`src/rtl/ss_salida_pkg.sv`:
```
// rtl/ss_salida_pkg.sv - shared types and display constants for the ss_salida output subsystem
//
// Purpose: FSM state type, 7-segment patterns (active-low, gfedcba) and the
//          digit-to-segment helper used by the scan decoder.
// Ports:   none (package).

package ss_salida_pkg;

  typedef enum logic [0:0] {
    ST_IDLE = 1'b0,
    ST_CONV = 1'b1
  } state_t;

  // Number of double-dabble iterations for an 8-bit magnitude.
  localparam int BCD_ITERS = 8;

  localparam logic [6:0] SEG_BLANK = 7'b1111111;
  localparam logic [6:0] SEG_MINUS = 7'b0111111;

  // Entry n holds the pattern for decimal digit n.
  localparam logic [9:0][6:0] SEG_DIGITS = {
    7'b0010000,  // 9
    7'b0000000,  // 8
    7'b1111000,  // 7
    7'b0000010,  // 6
    7'b0010010,  // 5
    7'b0011001,  // 4
    7'b0110000,  // 3
    7'b0100100,  // 2
    7'b1111001,  // 1
    7'b1000000   // 0
  };

  // Non-decimal nibbles cannot occur from the converter; show blank if they do.
  function automatic logic [6:0] seg_of_digit(input logic [3:0] d);
    if (d > 4'd9) begin
      return SEG_BLANK;
    end
    return SEG_DIGITS[d];
  endfunction

endpackage

```
`src/rtl/ss_salida_if.sv`:
```
// rtl/ss_salida_if.sv - product handshake and display bus of ss_salida
//
// Purpose: groups the product valid/ready handshake with the display outputs.
// Signals: valid, Y[7:0]   product from the Booth core
//          ready           subsystem can accept a product
//          done            one-cycle pulse when display registers update
//          seg[6:0]        segments, active-low, seg[0]=a .. seg[6]=g
//          an[3:0]         digit enables, active-low, an[0]=units .. an[3]=sign
// Modports: master (product source / display sink), slave (ss_salida).

interface ss_salida_if;
  logic       valid;
  logic [7:0] Y;
  logic       ready;
  logic       done;
  logic [6:0] seg;
  logic [3:0] an;

  modport master (
    output valid,
    output Y,
    input  ready,
    input  done,
    input  seg,
    input  an
  );

  modport slave (
    input  valid,
    input  Y,
    output ready,
    output done,
    output seg,
    output an
  );
endinterface

```
`src/rtl/ss_salida_bin_a_bcd.sv`:
```
// rtl/ss_salida_bin_a_bcd.sv - sequential double-dabble, 8-bit binary to 3 BCD digits
//
// Purpose: converts an 8-bit unsigned magnitude to hundreds/tens/units BCD,
//          one add-3/shift iteration per clock edge.
// Ports:   clk, rst     clock, asynchronous active-high reset
//          start        load mag and begin (ignored while busy)
//          mag[7:0]     value to convert
//          busy         iterations in progress
//          done         high during the cycle whose closing edge performs the
//                       final iteration, so the caller can latch bcd on that
//                       same edge
//          bcd[11:0]    result of the iteration about to be performed; equals
//                       the final conversion while done is high

module bin_a_bcd
  import ss_salida_pkg::*;
(
  input  logic        clk,
  input  logic        rst,
  input  logic        start,
  input  logic [7:0]  mag,
  output logic        busy,
  output logic        done,
  output logic [11:0] bcd
);

  // {bcd[11:0], mag[7:0]} working register
  logic [19:0] r_shift;
  logic [2:0]  r_iter;
  logic        r_busy;

  logic [11:0] w_adj;
  logic [19:0] w_step;

  always_comb begin
    w_adj = r_shift[19:8];
    for (int n = 0; n < 3; n++) begin
      if (r_shift[8 + 4*n +: 4] >= 4'd5) begin
        w_adj[4*n +: 4] = r_shift[8 + 4*n +: 4] + 4'd3;
      end
    end
    w_step = {w_adj[10:0], r_shift[7:0], 1'b0};
  end

  always_ff @(posedge clk or posedge rst) begin
    if (rst) begin
      r_shift <= '0;
      r_iter  <= '0;
      r_busy  <= 1'b0;
    end else if (r_busy) begin
      r_shift <= w_step;
      r_iter  <= r_iter + 3'd1;
      if (r_iter == 3'(BCD_ITERS - 1)) begin
        r_busy <= 1'b0;
      end
    end else if (start) begin
      r_shift <= {12'd0, mag};
      r_iter  <= '0;
      r_busy  <= 1'b1;
    end
  end

  assign busy = r_busy;
  assign done = r_busy && (r_iter == 3'(BCD_ITERS - 1));
  assign bcd  = w_step[19:8];

endmodule

```
`src/rtl/ss_salida.sv`:
```
// rtl/ss_salida.sv - Booth product output stage: handshake, BCD conversion, 4-digit scan
//
// Purpose: accepts a signed 8-bit product, converts |Y| to BCD via bin_a_bcd,
//          holds sign + 3 digits in display registers and drives a
//          time-multiplexed common-anode 7-segment display.
// Params:  REFRESH_CYCLES  cycles each digit is held (>= 1)
// Ports:   clk          system clock, rising edge
//          rst          asynchronous reset, active-high
//          bus (slave)  valid/Y/ready handshake, done pulse, seg/an display

module ss_salida
  import ss_salida_pkg::*;
#(
  parameter int REFRESH_CYCLES = 50000
) (
  input  logic        clk,
  input  logic        rst,
  ss_salida_if.slave  bus
);

  localparam int CNT_W = (REFRESH_CYCLES > 1) ? $clog2(REFRESH_CYCLES) : 1;
  localparam logic [CNT_W-1:0] CNT_LAST = CNT_W'(REFRESH_CYCLES - 1);

  state_t r_state;
  state_t w_state_next;

  logic        w_ready;
  logic        w_capture;
  logic [7:0]  w_mag;
  logic        r_sign_pend;

  logic        w_bcd_busy;
  logic        w_bcd_done;
  logic [11:0] w_bcd;

  logic        r_disp_sign;
  logic [3:0]  r_d2;
  logic [3:0]  r_d1;
  logic [3:0]  r_d0;
  logic        r_done;

  logic [CNT_W-1:0] r_refresh;
  logic [1:0]       r_idx;
  logic [6:0]       w_seg;

  // -128 negates to 8'h80, which read unsigned is the required 128.
  assign w_mag = bus.Y[7] ? (~bus.Y + 8'd1) : bus.Y;

  always_comb begin
    w_ready      = (r_state == ST_IDLE) && !w_bcd_busy;
    w_capture    = bus.valid && w_ready;
    w_state_next = r_state;
    case (r_state)
      ST_IDLE: if (w_capture)  w_state_next = ST_CONV;
      ST_CONV: if (w_bcd_done) w_state_next = ST_IDLE;
      default: w_state_next = ST_IDLE;
    endcase
  end

  always_ff @(posedge clk or posedge rst) begin
    if (rst) begin
      r_state <= ST_IDLE;
    end else begin
      r_state <= w_state_next;
    end
  end

  bin_a_bcd u_bin_a_bcd (
    .clk   (clk),
    .rst   (rst),
    .start (w_capture),
    .mag   (w_mag),
    .busy  (w_bcd_busy),
    .done  (w_bcd_done),
    .bcd   (w_bcd)
  );

  // Sign waits in r_sign_pend so the shown sign only changes with the digits.
  always_ff @(posedge clk or posedge rst) begin
    if (rst) begin
      r_sign_pend <= 1'b0;
      r_disp_sign <= 1'b0;
      r_d2        <= '0;
      r_d1        <= '0;
      r_d0        <= '0;
      r_done      <= 1'b0;
    end else begin
      r_done <= w_bcd_done;
      if (w_capture) begin
        r_sign_pend <= bus.Y[7];
      end
      if (w_bcd_done) begin
        r_disp_sign <= r_sign_pend;
        r_d2        <= w_bcd[11:8];
        r_d1        <= w_bcd[7:4];
        r_d0        <= w_bcd[3:0];
      end
    end
  end

  // Free-running scan, independent of the conversion FSM.
  always_ff @(posedge clk or posedge rst) begin
    if (rst) begin
      r_refresh <= '0;
      r_idx     <= '0;
    end else if (r_refresh == CNT_LAST) begin
      r_refresh <= '0;
      r_idx     <= r_idx + 2'd1;
    end else begin
      r_refresh <= r_refresh + CNT_W'(1);
    end
  end

  // Leading-zero blanking: tens blank only when hundreds are blank too.
  always_comb begin
    w_seg = SEG_BLANK;
    case (r_idx)
      2'd0: w_seg = seg_of_digit(r_d0);
      2'd1: if (r_d2 != 4'd0 || r_d1 != 4'd0) w_seg = seg_of_digit(r_d1);
      2'd2: if (r_d2 != 4'd0) w_seg = seg_of_digit(r_d2);
      default: if (r_disp_sign) w_seg = SEG_MINUS;
    endcase
  end

  assign bus.ready = w_ready;
  assign bus.done  = r_done;
  assign bus.seg   = w_seg;
  assign bus.an    = ~(4'b0001 << r_idx);

endmodule

```
`src/flat_wrapper.sv`:
```
// flat-port wrapper written by rule: the top's interface ports become plain ports
module ss_salida_flat import ss_salida_pkg::*;
#(
  parameter int REFRESH_CYCLES = 50000
)
  (clk, rst, bus_valid, bus_Y, bus_ready, bus_done, bus_seg, bus_an);
  ss_salida_if bus_i ();
  input  logic clk;
  input  logic rst;
  input wire logic [$bits(bus_i.valid)-1:0] bus_valid;
  input wire logic [$bits(bus_i.Y)-1:0] bus_Y;
  output wire logic [$bits(bus_i.ready)-1:0] bus_ready;
  output wire logic [$bits(bus_i.done)-1:0] bus_done;
  output wire logic [$bits(bus_i.seg)-1:0] bus_seg;
  output wire logic [$bits(bus_i.an)-1:0] bus_an;
  assign bus_i.valid = bus_valid;
  assign bus_i.Y = bus_Y;
  assign bus_ready = bus_i.ready;
  assign bus_done = bus_i.done;
  assign bus_seg = bus_i.seg;
  assign bus_an = bus_i.an;
  ss_salida #(.REFRESH_CYCLES(REFRESH_CYCLES)) u_core (.clk(clk), .rst(rst), .bus(bus_i));
endmodule
```
`config.mk`:
```
export PLATFORM = sky130hd
export DESIGN_NAME = ss_salida_flat
export DESIGN_NICKNAME = d
export VERILOG_FILES = /design/src/rtl/ss_salida_pkg.sv /design/src/rtl/ss_salida_if.sv /design/src/rtl/ss_salida_bin_a_bcd.sv /design/src/rtl/ss_salida.sv /design/src/flat_wrapper.sv
export SDC_FILE = /design/constraint.sdc
export NUM_CORES = 1
export LEC_CHECK = 0
export BUFFER_PORTS_ARGS = -buffer_cell sky130_fd_sc_hd__buf_4
export CAP_MARGIN = 20
export CORE_MARGIN = 5
export CORE_UTILIZATION = 45
export DETAILED_ROUTE_END_ITERATION = 7
export PLACE_DENSITY = 0.68
export SETUP_SLACK_MARGIN = 0.4
export SYNTH_ARGS = -nofsm -noshare
export SYNTH_HDL_FRONTEND = slang
export SYNTH_HIERARCHICAL = 1
export SYNTH_SLANG_ARGS = --single-unit
```
`constraint.sdc`:
```
create_clock -name clk -period 5 [get_ports clk]
set_clock_uncertainty 0.15 [all_clocks]
set_input_delay 1.5 -clock clk [delete_from_list [all_inputs] [get_ports clk]]
set_output_delay 1.5 -clock clk [all_outputs]
set_load 0.03 [all_outputs]
```
# == Word level (Yosys, flattened, before mapping) ==
# Memory sizes are Yosys's and may differ from the RTL's.
# Cells that the tools add are included.
# totals
register_bits,58
romBits,336
in_bits,11
out_inout_bits,13
elab_cells,83
mem_count,3
# memory_table
name,depth,width,rd,rd_ports_with_merged_regs,write_ports,line_no,source
(name not given),16,7,1,0,0,ss_salida_pkg.sv:39,return SEG_DIGITS[d];
(name not given),16,7,1,0,0,ss_salida_pkg.sv:39,
(name not given),16,7,1,0,0,ss_salida_pkg.sv:39,
# classes
add_sub_neg,7
n_lt_le_gt_ge,9
eq_ne,4
shifts,1
n_mux,35
n_bitwise,3
reduce_logical,9
# op_table
operator,count
7-bit 2-to-1 mux,12
20-bit 2-to-1 mux,2
7-bit one-hot mux with 3 select lines,1
16-bit by 1-bit adder with 16-bit output (second input constant),1
16-bit == test (second input constant),1
16-bit 2-to-1 mux,1
4-bit by 5-bit < comparator with 1-bit output (second input constant),3
4-bit by 3-bit greater-or-equal comparator with 1-bit output (second input constant),3
4-bit > comparator (second input constant),3
1-bit 2-to-1 mux,12
3-bit 2-to-1 mux,3
4-bit by 2-bit adder with 4-bit output (second input constant),2
8-bit by 1-bit adder with 8-bit output (second input constant),1
4-bit 2-to-1 mux,2
8-bit 2-to-1 mux,1
8-bit NOT,1
4-bit nonzero test,2
4-bit NOT,1
1-bit by 2-bit << shifter with 4-bit output (first input constant),1
3-bit by 1-bit adder with 3-bit output (second input constant),1
3-bit by 2-bit adder with 3-bit output (second input constant),1
3-bit == test (second input constant),1
1-bit logical AND,3
2-bit by 1-bit adder with 2-bit output (second input constant),1
8 further kinds,8

# == Depth between registers and ports, before layout ==
# Gate-level depths: netlist of the first run.
# logic_depth
depth_word,7
depth_mapped,7
mapped_depth_nobuf,7

# == Modules after synthesis ==
# Netlist of the first run, hierarchy kept.
# modules_own_cells
mod,n_inst,cells_per_inst,area_each_um2,seq_area_each_um2
ss_salida,1,257,2352.3,850.8
bin_a_bcd,1,163,1476.4,600.6

# == Worst setup path after synthesis of the first run ==
# OpenSTA, ideal clock, no wires.
# synth_path
kind,register -> output
startpoint,reg u_core.r_d0[0]
endpoint,out bus_seg[6]
arrival_ns,1.816
t_required_ns,3.350
path_slack_ns,1.534
stages_incl_launch_ff,7
path_buffers,0
path_cell_list,dfrtp_1 > inv_1 > ha_1 > nor3b_1 > or3_1 > a31oi_1 > a32oi_1
# synth_between
elab_chain_cells,5
elab_cells_between_ends,7
cone_classes,order compare: 1; mux: 5; memory: 1
# synth_lines
element,line_no,source
"start, declared",ss_salida.sv:39,logic [3:0] r_d0;
"start signal, assigned",ss_salida.sv:96,r_d0 <= w_bcd[3:0];
4-bit > comparator,ss_salida_pkg.sv:36,if (d > 4'd9) begin
1-bit 2-to-1 mux,ss_salida_pkg.sv:36,
1-bit 2-to-1 mux,ss_salida.sv:117,case (r_idx)
7-bit 2-to-1 mux *,ss_salida_pkg.sv:39,
7-bit one-hot mux with 3 select lines *,ss_salida.sv:117,
"end, declared",flat_wrapper.sv:14,output wire logic [$bits(bus_i.seg)-1:0] bus_seg;
# Mark *: on every way between the ends. The rest lies on a longest branch, timed or not. The select of a mux whose other input is x is not followed.

# == Worst setup path after layout of the first run ==
# Ends and elaborated chain as after synthesis.

==> results summary, run 1 <==
The flow ran to the end, and the final reports show no timing, DRC or antenna violations. The final-layout worst hold slack is 0.338 ns. The final RePlAce weighted congestion is 0.877. CTS built an H-tree with a depth of 3.

The y dimension of the die came out at 102 um. The worst slack at placement is 1.52 ns. After clock tree synthesis, the flow added hold-fix buffers numbering 0. The total of flip-flops plus latches after synthesis came out at 58. Setup repair after global routing left no endpoint under its margin. The clock tree from TritonCTS is built. Dividing the synthesized area by the synthesized cell count gives 9.12 um2. The final layout contains routed wiring with a total length of 7670 um. The count of final max-slew check failures was 0.

Walking the worst path, the cells encountered are inv_1 -> ha_1 -> nor3b_1 -> or3_1 -> a31oi_1 -> a32oi_1 -> buf_4. The pin slew with the least headroom to its limit is 0.930 ns. The number of warning messages in the yosys log came out at 6.

STA classifies the critical path startpoint as a register. The post-CTS setup buffer count came out at 0. For this run the aggregate overflow at the end of global routing stands at 0.

Yosys mapped a number of flops with a built-in enable equal to 0. Global routing consumed, on the met2 layer, 25.3% of the routing resources. The final route contains 3032 vias. The simple logic cell fraction of the synthesized area came out at 19.2%.

sky130_fd_sc_hd__dfrtp_1 is the most common cell in the netlist. The internal power is 1330 uW. The leakage power came out at 0.00190 uW. The register-to-register setup slack came out at 2.87 ns. The width of the chip is 102 um. The critical path startpoint is u_core/r_d0[0]. For this run, the detailed router's first-pass iteration total came to 4. For this block, the initial DRC count from the detailed router was 170. The clock drives 58 sinks.

TritonCTS created 9 clock buffers. The share of the clock period used by the worst path came out at 76.2%. Including well taps, the total number of placed cells is 527. The sequential fraction of design power is 33.0%. The via count of the first global-routing pass was 2922. The number of top-level design ports came out at 24. Of the cells placed in the final design, the portion with a size suffix greater than 1 is 12.1%. The maximum operating frequency came out at 262 MHz.

By area, the combinational part of the netlist is dominated by simple AND/OR/NAND/NOR gates. The combinational fraction of design power is 49.3%. The wire length per cell came out at 14.1 um. The maximum vdd ir drop came out at 215 uV. The path type of the worst setup path is reg2out. The relative slew slack is 37.9%. The non-filler instance count after layout came out at 543. The fraction of post-synthesis cell area in the top cell type by area came out at 37.9%. Global routing consumed, on the met3 layer, 2.39% of the routing resources. Sequential cells were found to cover 37.9% of the synthesized design area. The post-synthesis net count is 461. The initial antenna violation count is 0. Once the floorplan was initialized, standard cells occupied 46.4% of the core. The register clock-pin slew on the reported worst setup and hold paths is 0.08 ns. The final routed DRC violation total is 0. The maximum fanout along the worst path is 5. The most critical setup path has its endpoint at bus_seg[6]. The number of buffers added on ports came out at 23. The share of total power dissipated in the clock network is 17.7%.

The worst setup path is captured at an output port. The longest clock path from root to sink contains 2 buffers. The endpoint arrival time on the critical path is 2.16 ns. The number of inserted diodes is 0. The maximum number of pins on one net before global-route repair came out at 40. In this run the worst hold path is classified as reg2reg. For the finished layout, the period the worst path requires is 3.81 ns. The required time at the endpoint of the critical path came out at 3.35 ns. The share of synthesized flip-flops with an asynchronous set or reset came out at 100%. The path depth of the worst reg2reg path came out at 3. sky130_fd_sc_hd__dfrtp_1 takes more of the synthesized area than any other cell.

The share of the synthesized area in compound gates (AO/OA/AOI/OAI) came out at 17.4%. The synthesized netlist devotes 9.80% of its cell area to adder and majority cells. For met1 alone, demand over resource in global routing was 21.5%. The most utilized layer in the global route result is met2. The first global-routing pass estimated 13300 um of wire.

Max-cap violations in this run came to 0. The die covers 10500 um2. After technology mapping, the gate count stands at 420.

The stage delay of the slowest cell on the critical path is 0.43 ns. In this run the critical register-to-register path is captured at u_core/r_refresh[9]. Power spread over the standard cell area amounts to 557 nW/um2. The count of different cell masters after synthesis is 59.

The total of fill cells in the finished design came out at 804. The fraction of power spent switching nets came out at 43.5%. After layout, the worst setup slack is 1.19 ns. The post-CTS resize count is 0.

Across every metal layer, demand over resource in global routing totals 15.9%. The area growth from synthesis to layout came out at 10.0%. The cell area after technology mapping is 3830 um2. The hold violation total from the final report came out at 0. The core footprint came out at 8260 um2. The clock insertion delay at the later pin of the skew report is 0.33 ns.

The proportion of synthesized area in mux cells came out at 4.93%. The cell at the slowest stage of the critical path is sky130_fd_sc_hd__nor3b_1. The total of endpoints with negative setup slack in the final report came out at 0. The remaining number of nets flagged by the antenna check after routing is 0.

At the end of the flow, the number of nets in the layout was 474. The share of the core filled with cells in the final layout is 51.0%. The startpoint of the most critical register-to-register path is u_core/r_refresh[5].

The number of vias per cell after detailed routing came out at 5.58. Detailed placement ended at an HPWL of 5560 um. The parity-gate share of the synthesized area counting xor and xnor cells is 4.58%. In the synthesized netlist the dominant register cell turns out to be sky130_fd_sc_hd__dfrtp_1. In the synthesized netlist, the cells that appear most often are sky130_fd_sc_hd__dfrtp_1 (58), sky130_fd_sc_hd__nand2_1 (43), sky130_fd_sc_hd__ha_1 (30), sky130_fd_sc_hd__inv_1 (30), sky130_fd_sc_hd__o21ai_0 (30). The net switching power came out at 1020 uW. The cell at the root of the clock tree is sky130_fd_sc_hd__clkbuf_8. Ranked by total cell area, the synthesized netlist is headed by sky130_fd_sc_hd__dfrtp_1 (38%), sky130_fd_sc_hd__ha_1 (9.8%), sky130_fd_sc_hd__nand2_1 (4.2%). After floorplanning, the core was divided into 33 placement rows. The final-layout setup total negative slack is 0 ns.
==> registers in the layout (all words and copies together), names as in the netlist <==
register / count
u_core/r_idx: 2
u_core/r_d2: 4
u_core/r_refresh: 16
u_core/r_sign_pend: 1
u_core/r_disp_sign: 1
u_core/r_d1: 4
u_core/u_bin_a_bcd/r_iter: 3
u_core/r_state: 1
u_core/u_bin_a_bcd/busy: 1
u_core/u_bin_a_bcd/r_shift: 20
u_core/bus.done: 1
u_core/r_d0: 4
==> placed cells by master (no fill, tap or decap), drive strengths merged, types with 8 or more instances in the layout <==
| cell type | instances |
|---|---|
| clkbuf | 10 |
| ha | 30 |
| nor2 | 24 |
| nor3 | 8 |
| nand2b | 11 |
| mux2i | 11 |
| o21ai | 33 |
| a21oi | 17 |
| dfrtp | 58 |
| buf | 25 |
| nand2 | 43 |
| xnor2 | 12 |
| inv | 31 |
| nand3 | 11 |
| xor2 | 8 |
==> logic make-up after synthesis <==
group / after synthesis
adder cells (fa/ha/maj): 30
AND/OR/NAND/NOR: 139
buffers and inverters: 54
XOR/XNOR: 20
multiplexers: 18
AO/OA/AOI/OAI: 101
flip-flops: 58
==> stage by stage <==
| stage | area [um2] | total power [uW] |
|---|---|---|
| floorplan | 3830 | 1660 |
| global placement | 4030 | 1890 |
| detailed placement | 4030 | 1930 |
| CTS | 4210 | 2360 |
| global route | 4210 | 2530 |
| finish | 4210 | 2350 |
==> cell type report <==
cell class / count / area (um2) / area share, %
Clock buffer: 10 / 128 / 3.03
Clock inverter: 6 / 57.6 / 1.37
Inverter: 31 / 116 / 2.76
Multi-Input combinational cell: 308 / 2140 / 50.8
Sequential cell: 58 / 1450 / 34.5
Tap cell: 105 / 131 / 3.12
Timing Repair Buffer: 25 / 188 / 4.46
==> worst max-delay path: cells and delay by family (launching register included) <==
kind | cells | cell delay (ns)
AOI/OAI and AO/OA | 2 | 0.30
and+or+nand+nor | 2 | 0.61
adders and majority gates | 1 | 0.24
buffers and inverters | 2 | 0.30
DFF | 1 | 0.39
==> worst min-delay path by stage <==
stage,start,to,depth (start not counted)
2_1_floorplan,u_core/u_bin_a_bcd/r_shift[0],u_core/u_bin_a_bcd/r_shift[1],2
3_3_place_gp,u_core/u_bin_a_bcd/r_shift[0],u_core/u_bin_a_bcd/r_shift[1],2
3_5_place_dp,u_core/u_bin_a_bcd/r_shift[2],u_core/u_bin_a_bcd/r_shift[3],2
4_1_cts,u_core/u_bin_a_bcd/r_shift[1],u_core/u_bin_a_bcd/r_shift[2],2
5_1_grt,u_core/r_refresh[15],u_core/r_refresh[15],1
6_report,u_core/r_refresh[15],u_core/r_refresh[15],1
==> per-layer routing <==
metal	part of all wire, %	vias to the layer above
met2	47	63
met3	3.4	14
met1	48	1456
met4	1.8	0
li1	-	1499
met5	0	-
==> power groups by stage <==
stage / Combinational, uW / Clock [uW] / Sequential [uW]
after floorplan: 973 / 0 / 688
after global routing: 1290 / 444 / 802
final: 1160 / 415 / 774
after global placement: 1120 / 0 / 774
after CTS: 1160 / 427 / 773
after detailed placement: 1150 / 0 / 781
Note: power is estimated with default switching activity, not from simulation.
==> run 2, diff against run 1 <==
==> constraint.sdc (replaced) <==
create_clock -name clk -period 3.8 [get_ports clk]
set_clock_uncertainty 0.15 [all_clocks]
set_input_delay 1.14 -clock clk [delete_from_list [all_inputs] [get_ports clk]]
set_output_delay 1.14 -clock clk [all_outputs]
set_load 0.03 [all_outputs]
==> run 2 against run 1 <==
Against the previous run: register-to-register slack got worse by 1.2 ns; critical endpoint unchanged; power rose by 37%; highest routed layer unchanged; critical path depth is the same; clock-buffer cell count grew 1; largest cell class unchanged; sequential share of layout area is 1.2 points lower; clock power increased by 37%; sequential power grew 33%; final cell count is 1.7% higher; setup slack worse by 0.71 ns.
==> results summary, run 2 (synthesis gave the netlist of run 1 again) <==
The run finished with clean final reports. The routed layout has 3090 vias. The total of endpoints with negative setup slack in the final report is 0. The hold violation total from the final report is 0. The width of the chip is 102 um. IR analysis of the VDD net gives a maximum drop of 261 uV. The global router's overall resource usage is 15.7%.

The number of top-level design ports is 24. The first detailed-routing pass ran for 4 iterations. In this run, CTS created clock tree buffers numbering 9. STA classifies the critical path startpoint as a register.

The non-filler instance count after layout came out at 552. Setup repair after global routing could not meet its margin everywhere. The y dimension of the die came out at 102 um.

The endpoint kind of the worst setup timing path is an output port. In this run the number of H-tree levels came out at 3. The via count of the first global-routing pass came out at 2808. Once detailed placement completed, the half-perimeter wirelength came to 5490 um.

The floorplan step defined a die boundary enclosing 10500 um2. The power per cell area is 737 nW/um2. The top cell types in the final layout, fill and taps aside, are sky130_fd_sc_hd__dfrtp_1 (57), sky130_fd_sc_hd__nand2_1 (43), sky130_fd_sc_hd__buf_4 (33), sky130_fd_sc_hd__o21ai_0 (30), sky130_fd_sc_hd__ha_1 (27).

Summed over all failing endpoints, the final setup total negative slack is 0 ns. The summed area of non-filler cells in the final layout is 4370 um2. After the first detailed-routing iteration, the DRC count stood at 136. The layout net count came out at 483. Summing all placed instances gives a cell area of 4030 um2. The clock sink count came out at 58. The final routed DRC violation total is 0. The layout cell share with drive strength beyond 1 came out at 16.8%.

The cell at the root of the clock tree is sky130_fd_sc_hd__clkbuf_8. Once the floorplan was initialized, standard cells occupied 46.4% of the core. The largest registers in the layout are u_core/u_bin_a_bcd/r_shift: 20 flops, u_core/r_refresh: 16 flops. The number of buffers added on ports came out at 23. The number of cells on the worst reg-to-reg path is 3. The final RePlAce weighted congestion came out at 0.875. The number of max-capacitance violations reported is 0. Derived from the worst setup path, the maximum achievable clock frequency is 301 MHz. The most frequent standard cell in the layout excluding fill and tap cells is sky130_fd_sc_hd__dfrtp_1. The number of flip-flops in the largest register came out at 20. The initial antenna violation count is 0. Along the worst path, the maximum fanout reaches 5. The worst setup path is of the reg2out kind. The count of final max-slew check failures came out at 0. TritonCTS built the clock tree.

The total area of sequential cells is 1450 um2. The required time at the endpoint of the critical path came out at 2.51 ns. Along the worst hold path, the cell count comes to 1. The remaining number of nets flagged by the antenna check after routing came out at 0. The first-pass GRT wire length is 13100 um. The final critical path takes up 87.4% of the cycle. Summed over all cells, the static leakage comes to 0.00196 uW. The number of vias per cell after detailed routing came out at 5.60. The multi-input logic area came out at 2200 um2. The floorplan has 33 rows. The number of inserted diodes came out at 0.

The final critical-path required period is 3.32 ns. Relative to the synthesized area, the layout overhead comes to 14.1%. The register clock-pin slew on the reported worst setup and hold paths came out at 0.07 ns. The endpoint arrival time on the critical path came out at 2.03 ns. The total of fill cells in the finished design is 780. No sink is reached through more buffers than the 2 on the longest clock path. The wire length per cell is 14.2 um.

The core footprint is 8260 um2. u_core/u_bin_a_bcd/r_shift holds more flip-flops than any other register. Clock latency on the worst-skew pair, taken at its later pin, is 0.34 ns. The count of placed standard cells including taps is 528. The share of the core filled with cells in the final layout came out at 52.9%.

The total grt overflow came out at 0. The maximum number of pins on one net before global-route repair came out at 40. In this run the worst hold path is classified as reg2reg.

The pin slew with the least headroom to its limit came out at 0.720 ns. The relative slew slack is 52.0%. The final layout contains routed wiring with a total length of 7860 um.
==> run 2: changes by cell type in the layout (fill, tap and decap cells not counted), sizes merged <==
cell      delta
clkinvlp     -1
clkbuf       +1
buf          +9
==> run 2: path summary, 6_finish.rpt <==
check                                      from                              to  slack, ns
max in group asynchronous                   rst                  u_core/r_d0[0]       2.39
setup reg to reg            u_core/r_refresh[5]             u_core/r_refresh[9]       1.65
setup / recovery                 u_core/r_d0[0]                      bus_seg[6]       0.48
hold reg to reg            u_core/r_refresh[15]            u_core/r_refresh[15]       0.33
min in group asynchronous                   rst  u_core/u_bin_a_bcd/r_shift[14]       0.58
hold / removal             u_core/r_refresh[15]            u_core/r_refresh[15]       0.33
==> run 2: where the power goes <==
part	switching (uW)	total, uW	leakage (uW)	internal, uW
logic	899	1620	0.00112	720
registers	238	1030	0.000741	794
clock network	250	568	0.000103	318
==> run 2: layer usage <==
layer	GRT usage, %	routed length [um]	part of all wire (%)
met1	21.1	3810	49
met2	24.1	3590	46
met3	4.64	307	3.9
met4	5.65	145	1.8
met5	0	0	0
==> run 2: critical path: stages (launching register included) <==
cell,delay (ns)
sky130_fd_sc_hd__dfrtp_2,0.45
sky130_fd_sc_hd__inv_2,0.13
sky130_fd_sc_hd__ha_4,0.18
sky130_fd_sc_hd__nor3b_4,0.06
sky130_fd_sc_hd__or3_1,0.37
sky130_fd_sc_hd__a31oi_2,0.21
sky130_fd_sc_hd__a32oi_1,0.12
sky130_fd_sc_hd__buf_4,0.18
==> run 2: what timing repair did <==
item	CTS	global route
setup buffers	0	7
pin swaps	0	5
gates resized for setup	2	15
hold buffers	0	0
setup endpoints to repair	3	7
==> run 2: through the flow <==
| step | setup slack, ns | power, uW | hold slack [ns] |
|---|---|---|---|
| 6_report | 0.480 | 3220 | 0.333 |
| 5_1_grt | 0.348 | 3460 | 0.354 |
| 4_1_cts | 0.403 | 3120 | 0.337 |
| 3_5_place_dp | 0.665 | 2530 | 0.322 |
| 3_3_place_gp | 0.778 | 2490 | 0.313 |
| 2_1_floorplan | 0.694 | 2190 | 0.299 |
==> run 2: final cells by class <==
class                           count  area share [%]
Tap cell                          105            3.01
Sequential cell                    58            33.3
Inverter                           31            2.66
Multi-Input combinational cell    308            50.3
Clock buffer                       11            3.24
Timing Repair Buffer               34            6.30
Clock inverter                      5            1.23
==> run 3, diff against run 2 <==
--- a/config.mk
+++ b/config.mk
@@ -10,7 +10,7 @@
 export CORE_MARGIN = 5
 export CORE_UTILIZATION = 45
 export DETAILED_ROUTE_END_ITERATION = 7
-export PLACE_DENSITY = 0.68
+export PLACE_DENSITY = 0.7
 export SETUP_SLACK_MARGIN = 0.4
 export SYNTH_ARGS = -nofsm -noshare
 export SYNTH_HDL_FRONTEND = slang
==> run 3 against run 2 <==
Against the previous run: clock power grew 12%; register-to-register slack improved by 0.02 ns; hold slack better by 0.0066 ns; maximum frequency down 0.49%; utilization fell by 0.12 points; combinational power hardly changed; sequential share of layout area increased by 0.11 points; routed wire length is 1.1% higher; critical path depth stayed put; setup slack worse by 0.016 ns; sequential cell count stayed put.
==> results summary, run 3 (synthesis gave the netlist of run 1 again) <==
The share of the core filled with cells in the final layout is 52.8%. The first global-routing pass estimated 13500 um of wire. The final-layout setup total negative slack came out at 0 ns. The detail route stage leaves a number of antenna-violating nets equal to 0. The die covers 10500 um2. The endpoint kind of the worst setup timing path is an output port.

In this run switching power makes up 42.4% of total power. The count of final max-slew check failures is 0. The number of inserted diodes is 0. The number of CTS-inserted buffers came out at 9. The estimated wirelength of the detail-placed design is 5690 um. Dividing the detail-routed wire length by the instance count gives 14.5 um. Among all stages on the critical path, the largest delay is contributed by sky130_fd_sc_hd__dfrtp_2. The register with the most flip-flops in the layout has 20 of them. In this run the clock root is driven by a sky130_fd_sc_hd__clkbuf_8. The hold violation total from the final report is 0. Global routing consumed, over all layers together, 16.4% of the routing resources.

The clock drives 58 sinks. The clock insertion delay at the later pin of the skew report came out at 0.34 ns. The final critical-path required period is 3.34 ns. The sequential fraction of design power is 31.4%. The layout net count came out at 479. The number of hold buffers added after cts is 0. For this configuration, the core starts out at a cell density of 46.4%. TritonCTS built the clock tree. Leaving out fill and tap cells, the most frequent cell in the layout is sky130_fd_sc_hd__dfrtp_1. The combinational fraction of design power is 49.2%.

The maximum fanout along the worst path is 5. The via count of the first global-routing pass is 2859. The critical path starts at u_core/r_d0[0]. For this run, the slowest stage of the critical path takes 0.44 ns.

Per report_power, the clock group accounts for 19.4% of the total. The maximum number of pins on one net before global-route repair came out at 40. The depth of the CTS H-tree came out at 3. The first-pass iteration count of the detailed router came out at 4. The number of top-level design ports came out at 24. For the worst setup path, the data arrival time is 2.05 ns. The path depth of the worst reg2reg path is 3. The maximum vdd ir drop is 250 uV.

The worst register-to-register path begins at u_core/r_refresh[5]. Across the run, the number of max-cap violations was 0. The initial antenna violation count came out at 0. The final routed DRC violation total is 0. Static timing analysis puts the maximum clock frequency at 300 MHz. In this run the core area contains 33 standard-cell rows. The congestion estimate from routability-driven global placement came to 0.919. In the final layout, the registers with the most flip-flops are u_core/u_bin_a_bcd/r_shift: 20 flops, u_core/r_refresh: 16 flops. The internal power came out at 1890 uW. The class of the worst hold path is reg2reg. The register clock-pin slew on the reported worst setup and hold paths is 0.07 ns.

Detailed routing inserted a total of 3019 vias. The total grt overflow came out at 0. In this run the horizontal extent of the chip is 102 um. For this block, the initial DRC count from the detailed router was 174. The layout cell share with drive strength beyond 1 is 16.5%. The flow ran to the end, and the final reports show no timing, DRC or antenna violations. The routed design has 7950 um of wire. The critical path launch point type is a register. The net switching power is 1390 uW. The relative slew slack came out at 37.2%.

In the layout the commonest cells are sky130_fd_sc_hd__dfrtp_1 (56), sky130_fd_sc_hd__nand2_1 (43), sky130_fd_sc_hd__buf_4 (30), sky130_fd_sc_hd__o21ai_0 (30). The leakage power is 0.00194 uW. The required time at the endpoint of the critical path is 2.51 ns.

The number of buffers between clock root and the deepest sink came out at 2. Setup repair after global routing could not meet its margin everywhere. The power per cell area is 752 nW/um2. Dividing the detail-routed via count by the number of cells gives 5.51. The pin slew with the least headroom to its limit is 0.940 ns. The share of the clock period used by the worst path came out at 87.8%.

By startpoint and endpoint, the worst setup path is classified as reg2out. The number of buffers added on ports came out at 23. The layout has 758 filler cells. u_core/u_bin_a_bcd/r_shift holds more flip-flops than any other register. The core footprint came out at 8260 um2. The register-to-register setup slack came out at 1.67 ns. The endpoint of the worst setup timing path is bus_seg[6]. The worst register-to-register path ends at u_core/r_refresh[9]. The total of endpoints with negative setup slack in the final report came out at 0. The signal on the critical path passes through inv_1 -> ha_2 -> nor3b_4 -> or3_1 -> a31oi_1 -> a32oi_1 -> buf_4. The y dimension of the die came out at 102 um.

The area growth from synthesis to layout came out at 13.8%.
## run 3: cell types whose count changed in the layout (fill, tap and decap cells not counted), sizes merged
cell / previous run / this run
bufinv: 1 / 2
buf: 34 / 30
clkinv: 4 / 2
clkinvlp: 0 / 1
## run 3: how the worst min path moves through the flow
| stage | endpoint | startpoint | slack [ns] | cells past startpoint |
|---|---|---|---|---|
| after floorplan | u_core/u_bin_a_bcd/r_shift[1] | u_core/u_bin_a_bcd/r_shift[0] | 0.30 | 2 |
| after global placement | u_core/u_bin_a_bcd/r_shift[1] | u_core/u_bin_a_bcd/r_shift[0] | 0.32 | 2 |
| after detailed placement | u_core/u_bin_a_bcd/r_shift[6] | u_core/u_bin_a_bcd/r_shift[5] | 0.33 | 2 |
| after CTS | u_core/u_bin_a_bcd/r_shift[3] | u_core/u_bin_a_bcd/r_shift[2] | 0.34 | 2 |
| after global routing | u_core/r_refresh[7] | u_core/r_refresh[7] | 0.37 | 1 |
| final | u_core/u_bin_a_bcd/r_shift[3] | u_core/u_bin_a_bcd/r_shift[2] | 0.34 | 2 |
## run 3: layout make-up
cell class	count	area [um2]	area share, %
Clock inverter	5	77.6	1.78
Multi-Input combinational cell	308	2210	50.7
Sequential cell	58	1450	33.4
Clock buffer	11	141	3.25
Inverter	31	119	2.73
Timing Repair Buffer	30	225	5.17
Tap cell	105	131	3.02
## run 3: layer usage
metal	vias to the layer above	GRT usage (%)	share of wire (%)
met5	-	0	0
met4	0	7.57	2.9
met3	18	3.34	3.9
met2	55	24.5	45
met1	1434	22.9	48
li1	1512	-	-
## run 3: timing repair
item,CTS,global route
setup endpoints to repair,5,6
gates resized for setup,2,19
setup buffers,0,4
pin swaps,0,6
## run 3: critical path: cells and delay by family, from the launching register on
kind	cells	cell delay, ns
AOI/OAI and AO/OA	2	0.30
buffers and inverters	2	0.33
and+or+nand+nor	2	0.41
DFF	1	0.44
adders and majority gates	1	0.24
## run 3: per-stage QoR
step | cells | power (uW) | hold WS, ns | cell area (um2) | setup WS, ns
5_1_grt | 548 | 3540 | 0.369 | 4360 | 0.342
4_1_cts | 544 | 3200 | 0.339 | 4260 | 0.425
3_5_place_dp | 528 | 2550 | 0.328 | 4030 | 0.677
2_1_floorplan | 420 | 2190 | 0.299 | 3830 | 0.694
6_report | 548 | 3270 | 0.339 | 4360 | 0.463
3_3_place_gp | 528 | 2500 | 0.316 | 4030 | 0.749
## run 3: power groups by stage
stage                     sequential [uW]  combinational (uW)  clock [uW]
after floorplan                       906                1280           0
after global placement               1020                1480           0
after detailed placement             1020                1520           0
after CTS                            1010                1540         651
after global routing                 1060                1790         680
final                                1030                1610         635
